<file path="src/rtl/uart_tx_sched.sv">
// Frame scheduler for a byte UART: round-robin grant between two requesters,
// then SYNC, ID, payload high, payload low and an 8-bit additive checksum.
module uart_tx_sched #(
   parameter logic [7:0] SYNC = 8'hA5,
   parameter logic [7:0] ID0  = 8'h01,
   parameter logic [7:0] ID1  = 8'h02
) (
   input  logic        clk,
   input  logic        rst_n,
   input  logic [1:0]  req,
   input  logic [15:0] pay0,
   input  logic [15:0] pay1,
   output logic [1:0]  ack,
   output logic        trmt,
   output logic [7:0]  tx_data,
   input  logic        tx_done,
   output logic        busy,
   output logic        frame_done
);

   typedef enum logic [1:0] {IDLE, GRANT, SEND, WAIT} state_t;

   state_t      state_reg;
   logic [2:0]  idx_reg;
   logic        last_grant_reg;
   logic [7:0]  id_reg;
   logic [15:0] pay_reg;

   logic        winner;
   logic [7:0]  chk;
   logic [2:0]  send_idx;
   logic [7:0]  next_byte;

   // On a tie the requester that did not win last time takes the frame.
   always_comb begin
      winner = req[1];
      if (req == 2'b11) begin
         winner = ~last_grant_reg;
      end
   end

   always_comb begin
      chk = id_reg + pay_reg[15:8] + pay_reg[7:0];
      send_idx = 3'd0;
      if (state_reg == WAIT) begin
         send_idx = idx_reg + 3'd1;
      end
      case (send_idx)
         3'd0:    next_byte = SYNC;
         3'd1:    next_byte = id_reg;
         3'd2:    next_byte = pay_reg[15:8];
         3'd3:    next_byte = pay_reg[7:0];
         default: next_byte = chk;
      endcase
   end

   // Outputs are registered, so decisions are taken on the edge entering a
   // state: ack is visible during GRANT and trmt during SEND. trmt in SEND
   // lets the UART drop its stale tx_done before WAIT starts sampling it.
   always_ff @(posedge clk or negedge rst_n) begin
      if (!rst_n) begin
         state_reg      <= IDLE;
         idx_reg        <= 3'd0;
         last_grant_reg <= 1'b1;
         id_reg         <= 8'h00;
         pay_reg        <= 16'h0000;
         ack            <= 2'b00;
         trmt           <= 1'b0;
         tx_data        <= 8'h00;
         busy           <= 1'b0;
         frame_done     <= 1'b0;
      end else begin
         ack        <= 2'b00;
         trmt       <= 1'b0;
         frame_done <= 1'b0;
         case (state_reg)
            IDLE: begin
               if (|req) begin
                  state_reg      <= GRANT;
                  busy           <= 1'b1;
                  ack            <= winner ? 2'b10 : 2'b01;
                  last_grant_reg <= winner;
                  id_reg         <= winner ? ID1 : ID0;
                  pay_reg        <= winner ? pay1 : pay0;
                  idx_reg        <= 3'd0;
               end
            end
            GRANT: begin
               state_reg <= SEND;
               trmt      <= 1'b1;
               tx_data   <= next_byte;
            end
            SEND: begin
               state_reg <= WAIT;
            end
            WAIT: begin
               if (tx_done) begin
                  if (idx_reg == 3'd4) begin
                     state_reg  <= IDLE;
                     busy       <= 1'b0;
                     frame_done <= 1'b1;
                  end else begin
                     idx_reg   <= idx_reg + 3'd1;
                     state_reg <= SEND;
                     trmt      <= 1'b1;
                     tx_data   <= next_byte;
                  end
               end
            end
            default: begin
               state_reg <= IDLE;
            end
         endcase
      end
   end

endmodule

</file>
<file path="config.mk">
export PLATFORM = sky130hd
export DESIGN_NAME = uart_tx_sched
export DESIGN_NICKNAME = d
export VERILOG_FILES = /design/src/rtl/uart_tx_sched.sv
export SDC_FILE = /design/constraint.sdc
export NUM_CORES = 1
export LEC_CHECK = 0
export ABC_AREA = 1
export CAP_MARGIN = 5
export CORE_MARGIN = 2
export CORE_UTILIZATION = 35
export CTS_CLUSTER_DIAMETER = 200
export DETAILED_ROUTE_END_ITERATION = 6
export SLEW_MARGIN = 20
export SYNTH_ARGS = -nofsm -noshare
export SYNTH_HDL_FRONTEND = slang
export SYNTH_SLANG_ARGS = --single-unit
export TNS_END_PERCENT = 5
</file>
<file path="constraint.sdc">
create_clock -name clk -period 2 [get_ports clk]
set_input_delay 0.4 -clock clk [delete_from_list [all_inputs] [get_ports clk]]
set_output_delay 0.4 -clock clk [all_outputs]
set_load 0.1 [all_outputs]
</file>
==> summary.log, run 1 <==
qor: timing.layout_min_cycle_time 2.165 ns
qor: layout.layout-drive-gt1-share 16.49%
qor: layout.final_cells 447
qor: worst_setup_path.timing.critical_path.fanout_max 3
qor: place.placedCellCount 438
qor: worst_setup_path.rr_worst_depth 12
qor: power_and_ir_drop.power_switching_share 50.96%
qor: worst_setup_path.cp.arrival 2.35 ns
qor: timing.finalSetupViolCount 4
qor: synthesis.number_of_library_cell_types_mapped_by_synthesis 27
qor: power_and_ir_drop.power.share.combinational 63.6%
qor: synthesis.count_of_synthesis_stage_warnings_from_yosys 0
qor: worst_setup_path.critPathCaptureType flip-flop
qor: power_and_ir_drop.seq_power_share 23.7%
qor: timing.highest_attainable_clock_frequency 461.9 MHz
qor: synthesis.asyncSetResetFlopFracSynth 100.0%
qor: power_and_ir_drop.netSwitchingPower 2822 uW
qor: timing.skew 0.005740 ns
qor: grt.globalRoute.totalOverflow 0
qor: drt.drc_violation_count_after_routing 0
qor: place.detailedPlacementHpwl 4439 um
qor: clock_tree.cts_h_tree_depth 2
qor: timing.final-max-slew-violation-count 0
qor: power_and_ir_drop.total_internal_power 2716 uW
qor: synthesis.netlist_area 2245 um2
qor: place.gp_congestion 0.8997
qor: outcome.run_status complete, but fails checks
qor: drt.post_drt_via_cell_ratio 4.736
qor: drt.routedWlPerCell 12.47 um
qor: clock_tree.cts_max_path_buffers 2
qor: synthesis.synth_area_per_cell 7.482 um2
qor: worst_setup_path.cp_slowest_cell fa_1
qor: power_and_ir_drop.ir_worst_vdd 0.7660 mV
qor: layout.largest_register_ffs 16
qor: timing.fin_worst_hold_slack 0.03697 ns
qor: layout.n_antenna_cell 0
qor: drt.via_count 2117
qor: clock_tree.clkTransAtPathRegs 0.08 ns
qor: worst_setup_path.crit_chain fa_1 > ha_2 > inv_2 > fa_2 > inv_2 > nand3_2 > nand2_1 > nand2_1 > nand3_1 > nand2_1 > nor2_1 > nor2_1
qor: die.chipHeight 84.09 um
qor: drt.first_pass_iters 4
qor: clock_tree.tritoncts built
qor: timing.tightestPinTransition 0.4524 ns
qor: job.maxCapViolations 0
qor: timing.hold_viol 0
qor: synthesis.ys_dominant_reg_cell dfrtp_1
qor: drt.detail_route.wirelength 5574 um
qor: worst_setup_path.critPathMostFrequentCell nand2_1
qor: clock_tree.cts_hold_buffers 0
qor: layout.fillers 615
qor: outcome.violations setup timing
qor: worst_setup_path.critical_path.startpoint_type flip-flop
qor: grt.grt_pass1_vias 2034
qor: synthesis.yosysSeqAreaShare 41.30%
qor: clock_tree.cts.sink_count 37
qor: timing.rsz0062_at_grt yes
qor: clock_tree.clock_latency 0.30 ns
qor: die.fp-row-count 29
qor: power_and_ir_drop.cellLeakagePower 0.001519 uW
qor: synthesis.syn_inst 300
qor: worst_setup_path.path_class reg -> reg
qor: drt.route.antenna.remaining_nets 0
qor: layout.area_of_the_multi_input_gates 1196 um2
qor: drt.drt-initial-drc-count 130
qor: layout.storage_cell_area 927.1 um2
qor: worst_setup_path.slowest_delay 0.57 ns
qor: grt.global_route.usage.total 16.68%
qor: timing.relSlewSlack 69.84%
qor: synthesis.synth_edf_count 0
qor: grt.grt_start_max_net_pins 21
qor: die.die_width 84.09 um
qor: layout.finalNetCount 422
qor: timing.final.period_utilization 108.2%
qor: place.port_buffers 49
qor: timing.worst_setup_slack_after_layout -0.1649 ns
qor: die.ioPinCount 50
qor: layout.area_delta_synth_final 36.01%
qor: power_and_ir_drop.p_clk_share 12.7%
qor: power_and_ir_drop.p_per_area 1814 nW/um2
qor: synthesis.ys_ff_latch 37
qor: power_and_ir_drop.design_power_total 5538 uW
qor: grt.first_pass_grt_wire_length 9384 um
qor: hold_path.worstHoldPathType in -> async
qor: die.start_util 35.76%
qor: die.core 6277 um2
qor: worst_setup_path.timing.critical_path.required 2.19 ns
qor: clock_tree.clock-root-buffer clkbuf_8
qor: die.dieArea 7070 um2
qor: synthesis.synthesis.nets 353
qor: clock_tree.cts_inserted_buffers 5
qor: grt.antenna_violations_before_repair 0
==> what timing repair did <==
| item | 4_1_cts | 5_1_grt |
|---|---|---|
| gates resized for setup | 5 | 1 |
| setup endpoints to repair | 4 | 4 |
| setup buffers | 1 | 0 |
| pin swaps | 7 | 1 |
==> metal layers <==
layer  wire length, um  GRT usage, %  up-vias
met1              2788         23.10      936
met2              2389         25.90       66
met5                 0             0        -
met3               280         3.066       10
li1                  -             -     1105
met4               116         6.305        0
==> through the flow <==
| stage | instance area (um2) | setup WS, ns | util, % | setup TNS, ns |
|---|---|---|---|---|
| detailed placement | 2908 | -0.1876 | 46.32 | -0.6104 |
| global route | 3053 | -0.2813 | 48.63 | -0.9540 |
| finish | 3053 | -0.1649 | 48.63 | -0.5648 |
| global placement | 2908 | -0.1409 | 46.32 | -0.4053 |
| CTS | 3048 | -0.1656 | 48.55 | -0.5798 |
| floorplan | 2247 | -0.08431 | - | -0.1806 |
==> final cells by class <==
class | instances | share of cell area (%)
Inverter | 34 | 4.180
Clock inverter | 2 | 1.230
Clock buffer | 6 | 2.705
Tap cell | 77 | 3.156
Multi-Input combinational cell | 226 | 39.18
Timing Repair Buffer | 65 | 19.18
Sequential cell | 37 | 30.37
==> Yosys cell counts (4+ instances only) <==
cell type	n	area, um2
a21oi_1	7	35.03
nand2_1	94	352.8
nand3_1	34	170.2
inv_1	28	105.1
ha_1	13	162.7
nor2_1	32	120.1
dfrtp_1	36	900.9
inv_2	4	15.01
nand2_2	4	25.02
o21ai_0	17	85.08
==> worst max-delay path, delay by kind of cell, from the launching register on <==
| kind | cells | cell delay [ns] |
|---|---|---|
| adders and majority gates | 3 | 1.13 |
| DFF | 1 | 0.40 |
| buffers and inverters | 2 | 0.12 |
| and+or+nand+nor | 7 | 0.41 |
==> worst paths after layout <==
path,startpoint,slack [ns],endpoint
worst max-delay path,pay_reg[9]$_DFFE_PN0P_,-0.16,tx_data[5]$_DFFE_PN0P_
worst min-delay path,rst_n,0.04,busy$_DFFE_PN0P_
worst max register to register,pay_reg[9]$_DFFE_PN0P_,-0.16,tx_data[5]$_DFFE_PN0P_
worst min register to register,last_grant_reg$_DFFE_PN1P_,0.47,last_grant_reg$_DFFE_PN1P_
max in group asynchronous,rst_n,1.50,tx_data[7]$_DFFE_PN0P_
min in group clk,last_grant_reg$_DFFE_PN1P_,0.47,last_grant_reg$_DFFE_PN1P_
==> cells by family after synthesis <==
family | Yosys count | share of synthesized area [%]
XOR/XNOR | 1 | 0.3903
flip-flops | 37 | 41.30
AO/OA/AOI/OAI | 32 | 7.580
buffers and inverters | 37 | 6.299
AND/OR/NAND/NOR | 177 | 34.50
adder cells (fa/ha/maj) | 16 | 9.922
==> power groups by stage <==
stage                     clock, uW  sequential [uW]  combinational [uW]
after floorplan                   0             1920                1850
after global placement            0             1320                3390
after detailed placement          0             1330                3420
after CTS                       713             1310                3520
after global routing            748             1360                3910
final                           702             1310                3520
==> layout by cell type, fill, tap and decap left out, types with 2 or more instances in the layout <==
cell type,count
nand3_2,5
clkbuf_8,6
dfrtp_1,36
clkdlybuf4s50_1,35
nor3_2,2
nor2_1,32
o21ai_0,17
a21oi_1,7
nand3_1,32
fa_1,2
ha_1,12
buf_4,28
nand2_1,94
nand3b_1,2
nor2_4,2
clkinv_1,2
nand2_2,4
o22ai_1,2
o21ai_1,3
inv_1,26
inv_2,6
o211ai_1,3
Note: power is estimated with default switching activity, not from simulation.
==> run 2: changes to the inputs <==
CAP_MARGIN = 15   (was 5)
==> results of run 2 <==
No change in the layout: final DEF, timing and power equal those of run 1.
==> run 3: changes to the inputs <==
SLEW_MARGIN = unset   (was 20)
==> results of run 3 <==
No change in the layout: final DEF, timing and power equal those of run 1.
